**config.mk**
```make
export PLATFORM = sky130hd
export DESIGN_NAME = ag6502_bus_seq
export DESIGN_NICKNAME = d
export VERILOG_FILES = /design/src/rtl/ag6502_bus_pkg.sv /design/src/rtl/ag6502_phase_gen.sv /design/src/rtl/ag6502_bus_seq.sv
export SDC_FILE = /design/constraint.sdc
export NUM_CORES = 1
export LEC_CHECK = 0
export BUFFER_PORTS_ARGS = -buffer_cell sky130_fd_sc_hd__buf_4
export CORE_AREA = 2 2 72 74
export CTS_BUF_LIST = sky130_fd_sc_hd__clkbuf_2 sky130_fd_sc_hd__clkbuf_4 sky130_fd_sc_hd__clkbuf_8
export DETAILED_ROUTE_END_ITERATION = 8
export DIE_AREA = 0 0 74 76
export PLACE_DENSITY = 0.76
export SLEW_MARGIN = 20
export SYNTH_ARGS = -nofsm -noshare
export SYNTH_HDL_FRONTEND = slang
export SYNTH_SLANG_ARGS = --single-unit
```
**constraint.sdc**
```tcl
create_clock -name baseclk -period 1.9 [get_ports baseclk]
set_clock_uncertainty 0.05 [all_clocks]
set_input_delay 0.38 -clock baseclk [delete_from_list [all_inputs] [get_ports baseclk]]
set_output_delay 0.38 -clock baseclk [all_outputs]
set_load 0.1 [all_outputs]
```
**src/rtl/ag6502_bus_pkg.sv**
```systemverilog
// Shared types and constants for the ag6502 bus sequencer: phase encoding,
// data-bus idle value and counter sizing.
package ag6502_bus_pkg;

  typedef enum logic [1:0] {
    PH_P1 = 2'd0,
    PH_G1 = 2'd1,
    PH_P2 = 2'd2,
    PH_G2 = 2'd3
  } phase_t;

  // Idle bus value: cpu_din after reset and the fill value for an aborted read.
  localparam logic [7:0] DIN_RST = 8'hFF;

  function automatic int cnt_width(input int a, input int b, input int c);
    int m;
    m = a;
    if (b > m) m = b;
    if (c > m) m = c;
    return $clog2(m + 1);
  endfunction

endpackage

```
**src/rtl/ag6502_phase_gen.sv**
```systemverilog
// Non-overlapping phi_0/phi_1/phi_2 generator: P1 -> G1 -> P2 -> G2, one state per phase.
// P1 is held while hold is high on its last cycle; P2 stretches while stretch_req stays high.
module ag6502_phase_gen
  import ag6502_bus_pkg::*;
#(
  parameter int HALF_LO = 5,
  parameter int HALF_HI = 5,
  parameter int TIMEOUT = 255
) (
  input  logic clk,
  input  logic rst_n,
  input  logic stretch_req,
  input  logic hold,
  output logic phi_0,
  output logic phi_1,
  output logic phi_2,
  output logic cyc_done,
  output logic capture,
  output logic tmo_edge
);

  localparam int CW = cnt_width(HALF_LO, HALF_HI, TIMEOUT);
  localparam logic [CW-1:0] LO_LAST  = CW'(HALF_LO - 1);
  localparam logic [CW-1:0] HI_LAST  = CW'(HALF_HI - 1);
  localparam logic [CW-1:0] TMO_LAST = CW'(TIMEOUT - 2);
  localparam logic [CW-1:0] CNT_MAX  = {CW{1'b1}};

  phase_t        state;
  logic [CW-1:0] cnt;
  logic          p2_end;

  assign capture  = (state == PH_P1) && (cnt == LO_LAST) && !hold;
  // The G1 cycle is request edge 1, so P2 count c closes on request edge c+2.
  assign tmo_edge = (state == PH_P2) && (cnt == TMO_LAST);
  assign p2_end   = (state == PH_P2) && (cnt >= HI_LAST) && !stretch_req;

  always_ff @(posedge clk or negedge rst_n) begin
    if (!rst_n) begin
      state    <= PH_P1;
      cnt      <= '0;
      phi_0    <= 1'b0;
      phi_1    <= 1'b1;
      phi_2    <= 1'b0;
      cyc_done <= 1'b0;
    end else begin
      cyc_done <= 1'b0;
      case (state)
        PH_P1: begin
          if (capture) begin
            state                 <= PH_G1;
            cnt                   <= '0;
            {phi_0, phi_1, phi_2} <= 3'b100;
          end else if (cnt != LO_LAST) begin
            cnt <= cnt + 1'b1;
          end
        end
        PH_G1: begin
          state                 <= PH_P2;
          {phi_0, phi_1, phi_2} <= 3'b101;
        end
        PH_P2: begin
          if (p2_end) begin
            state                 <= PH_G2;
            cnt                   <= '0;
            {phi_0, phi_1, phi_2} <= 3'b000;
            cyc_done              <= 1'b1;
          end else if (cnt != CNT_MAX) begin
            cnt <= cnt + 1'b1;
          end
        end
        default: begin
          state                 <= PH_P1;
          cnt                   <= '0;
          {phi_0, phi_1, phi_2} <= 3'b010;
        end
      endcase
    end
  end

endmodule

```
**src/rtl/ag6502_bus_seq.sv**
```systemverilog
// ag6502 cycle sequencer: captures each core bus cycle at the end of P1 and runs it over
// req/ack; slow memory stretches phi_2 high, bounded by TIMEOUT with an 8'hFF read fill.
module ag6502_bus_seq
  import ag6502_bus_pkg::*;
#(
  parameter int HALF_LO = 5,
  parameter int HALF_HI = 5,
  parameter int TIMEOUT = 255
) (
  input  logic        baseclk,
  input  logic        rst,
  output logic        phi_0,
  output logic        phi_1,
  output logic        phi_2,
  input  logic [15:0] cpu_ab,
  input  logic        cpu_read,
  input  logic [7:0]  cpu_dout,
  output logic [7:0]  cpu_din,
  input  logic        halt,
  output logic        mem_req,
  output logic        mem_we,
  output logic [15:0] mem_addr,
  output logic [7:0]  mem_wdata,
  input  logic [7:0]  mem_rdata,
  input  logic        mem_ack,
  output logic        cyc_done,
  output logic        bus_timeout
);

  logic capture;
  logic tmo_edge;

  ag6502_phase_gen #(
    .HALF_LO(HALF_LO),
    .HALF_HI(HALF_HI),
    .TIMEOUT(TIMEOUT)
  ) u_phase (
    .clk        (baseclk),
    .rst_n      (rst),
    .stretch_req(mem_req),
    .hold       (halt),
    .phi_0      (phi_0),
    .phi_1      (phi_1),
    .phi_2      (phi_2),
    .cyc_done   (cyc_done),
    .capture    (capture),
    .tmo_edge   (tmo_edge)
  );

  always_ff @(posedge baseclk or negedge rst) begin
    if (!rst) begin
      mem_req     <= 1'b0;
      mem_we      <= 1'b0;
      mem_addr    <= '0;
      mem_wdata   <= '0;
      cpu_din     <= DIN_RST;
      bus_timeout <= 1'b0;
    end else begin
      bus_timeout <= 1'b0;
      if (capture) begin
        mem_req   <= 1'b1;
        mem_we    <= !cpu_read;
        mem_addr  <= cpu_ab;
        mem_wdata <= cpu_dout;
      end else if (mem_req && mem_ack) begin
        mem_req <= 1'b0;
        if (!mem_we) cpu_din <= mem_rdata;
      end else if (mem_req && tmo_edge) begin
        // An ack on the timeout edge itself still wins above.
        mem_req     <= 1'b0;
        bus_timeout <= 1'b1;
        if (!mem_we) cpu_din <= DIN_RST;
      end
    end
  end

endmodule

```
* After elaboration in Yosys (flattened, before gate mapping)
Cells that the tools add are included.
** Word-level totals
- Register bits :: 49
- Input bits :: 37
- Output and inout bits :: 39
- Logic and storage cells :: 70
** Cells by class
- $add $sub $neg :: 1
- Order comparisons :: 1
- Eq/ne operators :: 12
- Muxes and demuxes :: 26
- Bitwise gates (word level) :: 2
- Reduce and logical (&&, ||, !) cells :: 16
** Operators with widths (number)
- $mux W8 :: 8
- $pmux W8 S3 :: 1
- $mux W1 :: 11
- $pmux W1 S3 :: 3
- $add A8 B1 Y8 const B :: 1
- $eq A8 B3 Y1 const B :: 1
- $eq A8 B8 Y1 const B :: 1
- $ge A8 B3 Y1 const B :: 1
- $ne A8 B3 Y1 const B :: 1
- $ne A8 B8 Y1 const B :: 1
- $logic_and A1 B1 Y1 :: 7
- $ne A2 B2 Y1 const B :: 3
- $pmux W2 S3 :: 1
- $mux W2 :: 2
- $reduce_and A4 Y1 :: 1
- $logic_not A1 Y1 :: 3
- $ne A3 B2 Y1 const B :: 1
- $ne A3 B3 Y1 const B :: 1
- $reduce_and A3 Y1 :: 1
- $reduce_bool A3 Y1 :: 1
- $eq A2 B1 Y1 const B :: 1
- $eq A2 B2 Y1 const B :: 1
- $logic_not A2 Y1 :: 1
- $ne A2 B1 Y1 const B :: 1
- other kinds (3) :: 4

* Depth between registers and ports, before layout
- Depth in word-level cells :: 6
- Mapped depth :: 8
- Depth with buffers taken out :: 7

* Hierarchy
A second synthesis with hierarchy kept.
** Second synthesis, totals
- Cell total of the unflattened synthesis :: 157
- Area, all modules :: 2195.9 um^2
** By module, submodules not included
- ag6502_bus_seq :: instances 1, cells an instance 78, area each 1338.8 um^2, sequential area each 885.8 um^2
- ag6502_phase_gen :: instances 1, cells an instance 79, area each 857.1 um^2, sequential area each 351.6 um^2

* Worst setup path before layout
Ideal clock, no wire load.
- Path kind :: reg-to-reg
- From :: reg mem_req
- To :: reg u_phase.cnt[4]
- Data arrival time :: 1.809 ns
- Slack :: -0.080 ns
- Cell stages (with the launch flop) :: 6
- Path buffers :: 0
- Clock period less this slack :: 1.980 ns
- Cells stage by stage :: dfrtp_1 > nand2b_1 > a21oi_1 > o221a_2 > o21ai_0 > a22o_1
** Between the ends
- Cells in the longest elaborated chain, start to end :: 4
- Elaborated cells on any way between the ends :: 6
- Those cells by class :: eq/ne: 1; mux: 2; reduce/logical: 3
** Ends and longest elaborated chain
- start, declared :: RTL line ag6502_bus_seq.sv:20 : output logic mem_req,
- start signal, assigned :: RTL line ag6502_bus_seq.sv:52 : mem_req <= 1'b0;
- start signal, assigned :: RTL line ag6502_bus_seq.sv:61 : mem_req <= 1'b1;
- start signal, assigned :: RTL line ag6502_bus_seq.sv:66 : mem_req <= 1'b0;
- $logic_not A1 Y1 * :: RTL line ag6502_phase_gen.sv:35 : assign p2_end = (state == PH_P2) && (cnt >= HI_LAST) && !stretch_req;
- $logic_and A1 B1 Y1 * :: RTL line ag6502_phase_gen.sv:35
- $ne A3 B2 Y1 (no source line) / $mux W8 (equally long branches)
- $reduce_and A3 Y1 (no source line) / $pmux W8 S3 (equally long branches)
- end signal, assigned :: RTL line ag6502_phase_gen.sv:54 : cnt <= cnt + 1'b1;
- end signal, assigned :: RTL line ag6502_phase_gen.sv:68 : cnt <= cnt + 1'b1;
- end, declared :: RTL line ag6502_phase_gen.sv:29 : logic [CW-1:0] cnt;
Every way passes the cells marked *; elsewhere a longest branch is shown, timed or not.
A chain may end at the register's enable or synchronous reset.

* Worst setup path in the final report
- From :: reg u_phase.cnt[6]
- To :: reg u_phase.cnt[0]
** Between the ends
- Cells in the longest elaborated chain, start to end :: 5
- Elaborated cells on any way between the ends :: 14
- Those cells by class :: order compare: 1; eq/ne: 5; mux: 3; reduce/logical: 5
** Ends and longest elaborated chain (RTL line)
- $ge A8 B3 Y1 / $eq A8 B3 Y1 (equally long branches) :: ag6502_phase_gen.sv:35, ag6502_phase_gen.sv:32
- $logic_and A1 B1 Y1 (on tied branches) (2 in series) :: ag6502_phase_gen.sv:35, ag6502_phase_gen.sv:32
- $ne A3 B2 Y1 (no source line) (tied with other cells)
- $reduce_and A3 Y1 (no source line) / $pmux W8 S3 (equally long branches)
Parallel ways exist; a longest one is shown, timed or not.

==> summary.txt <==
Status
  – Status: completed

Final layout
  – FILL cells: around 400
  – Post-Layout Cell Count: 329
  – Multi-input combinational cell area: between 800 and 900 um^2
  – Final Util: 0.625
  – Share of cells above drive strength 1: 0.521
  – Area added between synthesis and finish: 40.3%
  – ANT cells: 0
  – Register area: approximately 1200 um^2
  – Net total in the final layout: slightly above 300

Die
  – Die area: ~5600 um^2
  – Boundary pin count: 76
  – Rows: 26
  – Die Height: 76 um
  – Die width: 74 um
  – Core area: 4910 um^2
  – Initial Utilization: 0.445

Global routing
  – Vias in the first global route: roughly 1,600
  – Global route overflow: 0
  – Initial antenna violation count: 0
  – Total Routing Usage GR: 0.171
  – Largest net degree at the start of global routing: 50
  – First-pass GRT wire length: 7.44 mm

Clocking
  – Clk pin slew, worst setup/hold paths: 0.09 ns
  – Cts hold-fix bufs: 0
  – Clock Tree Root: clkbuf_8
  – CTS H-Tree Depth: 2
  – Max clock buf depth: 2
  – Clk_lat worst skew: 0.30 ns
  – CTS Sinks: 49
  – CTS buffer count: 5
  – CTS tree: yes

Yosys
  – Sequential share of the synthesized area: 0.565
  – Synth top area cells: dfrtp_1, dfstp_2, mux2_1
  – Top cell type's share of synthesized area: 0.457
  – Synth Flop Type: dfrtp_1
  – Mapped Cells: approximately 160
  – Mapped Area: roughly 2200 um^2
  – Post-synth EDFFs: 0
  – Most frequent cell after synthesis: dfrtp_1
  – Syn nets: ~210
  – Synthesized area per cell: 13.3 um^2
  – Seq cells post-synth: approximately 50
  – Ys async rst share: 1.00
  – Synth top cells by count: dfrtp_1, mux2_1
  – Post-synth cell types: 39
  – Synth warn: 0
  – Synth area leader: dfrtp_1

Timing
  – Final period util: 0.995
  – FMAX: 529 MHz
  – Final setup violation count: 0
  – Final critical-path required period: around 1.9 ns
  – Worst slew margin: 0.608
  – Final setup margin: between 0.009 and 0.01 ns
  – RSZ-0062 raised after global routing: yes
  – Final hold violations: 0
  – Slew @ Worst Pin: about 0.59 ns
  – Final max-slew violation count: 0

Routing
  – Post-Route WL: 4.51 mm
  – DRT Pass-1 Iters: 4
  – Routed Antenna Nets: 0
  – Via count: between 1,500 and 2,000
  – DRC: 0
  – Wirelength per Cell: between 10 and 15 um
  – Average vias per placed instance: between 4 and 5
  – Initial DRC Count: 76

Placement
  – Dpl ws: -0.0179 ns
  – HPWL after detailed placement: 3.41 mm
  – IO buf count: 75
  – Inst Count DP: between 300 and 400
  – Final GP Congestion: 0.779

Setup path
  – Worst setup SP type: flop
  – Crit-path slowest cell: or3_4
  – Max incr delay on CP: 0.42 ns
  – CP cell instances: buf_4 -> buf_4 -> nand3_2 -> or3_4 -> o221ai_2 -> nor2_2 -> mux2_4
  – Arrival time worst endpoint: between 2 and 2.5 ns
  – CP required: between 2 and 2.5 ns
  – CP Max Fanout: 8
  – WS Path Type: reg -> reg
  – Worst setup EP type: flop
  – Cell mode on critical path: buf_4

Run
  – Max_cap viols: 0

Hold path
  – Worst hold path type: in -> async
-- layer usage --
layer,vias up,wire (um),GRT usage
met2,52,2300,0.287
met3,4,327,0.0503
met4,0,34,0.0509
li1,780,-,-
met5,-,0,0
met1,778,1840,0.210
-- flip-flops by register name, summed over array words and instances, names as in the netlist, 2 cells and up --
name and count:
mem_addr 16, u_phase.cnt 8, u_phase.state 2, mem_wdata 8, cpu_din 8
-- logic make-up after synthesis --
family / synth area share
compound gates: 0.122
fa+ha+maj: 0.0400
buf+inv: 0.0366
flops: 0.565
mux: 0.141
simple gates: 0.0955
-- worst max-delay path: cells and delay by family, from the launching register on --
family	cells	cell delay, ns
flops	1	0.40
simple gates	3	0.63
compound gates	1	0.19
buf+inv	2	0.23
mux	1	0.28
-- repair_timing --
item,CTS,global route
pin swaps,0,3
resized for setup,1,9
endpoints found under the setup margin,8,41
endpoints found under the hold margin,0,0
buffers inserted,0,1
-- through the flow --
step / setup TNS (ns) / hold WS (ns) / area, um^2
6_report: 0 / 0.0277 / 3070
5_1_grt: -1.09 / 0.0797 / 3070
4_1_cts: 0 / 0.0492 / 3040
3_5_place_dp: -0.0788 / 0.384 / 2950
3_3_place_gp: 0 / 0.384 / 2950
2_1_floorplan: 0 / 0.0344 / 2190
-- cell type report --
class	count	area share
Clock buffer	6	0.0249
Timing Repair Buffer	93	0.237
Multi-Input combinational cell	101	0.292
Clock inverter	2	0.00489
Tap cell	70	0.0285
Inverter	8	0.00978
Sequential cell	49	0.403
-- layout by cell type (no fill, tap or decap), types with 2 or more instances in the layout --
cell / n
dfstp_2: 9
inv_1: 8
dfrtp_1: 39
nor2b_1: 2
nor2_2: 2
o21ai_0: 2
o22a_1: 9
or3_4: 2
nand4_1: 2
nand2_1: 4
o21ai_2: 2
mux2_2: 7
buf_12: 2
clkbuf_8: 5
nand3_1: 3
a22o_1: 6
o21ai_1: 4
clkinvlp_4: 2
mux2_4: 3
ha_1: 6
nor3_1: 3
mux2_1: 17
a21oi_1: 3
a21o_1: 2
buf_4: 90
nor2_1: 8
-- path summary, 6_finish.rpt --
path / startpoint / to / slack [ns] / cells after the start
max: u_phase.cnt[6] / u_phase.cnt[0] / 0.01 / 7
min: rst / mem_addr[9] / 0.03 / 1
max reg2reg: u_phase.cnt[6] / u_phase.cnt[0] / 0.01 / 7
min reg2reg: mem_addr[14] / mem_addr[14] / 0.44 / 1
max in group asynchronous: rst / mem_req / 1.35 / 1
min in group baseclk: cpu_read / mem_we / 0.19 / 2
Power is not shown: default switching activity piles up to over one toggle a cycle in this logic, so the estimate is an artifact.
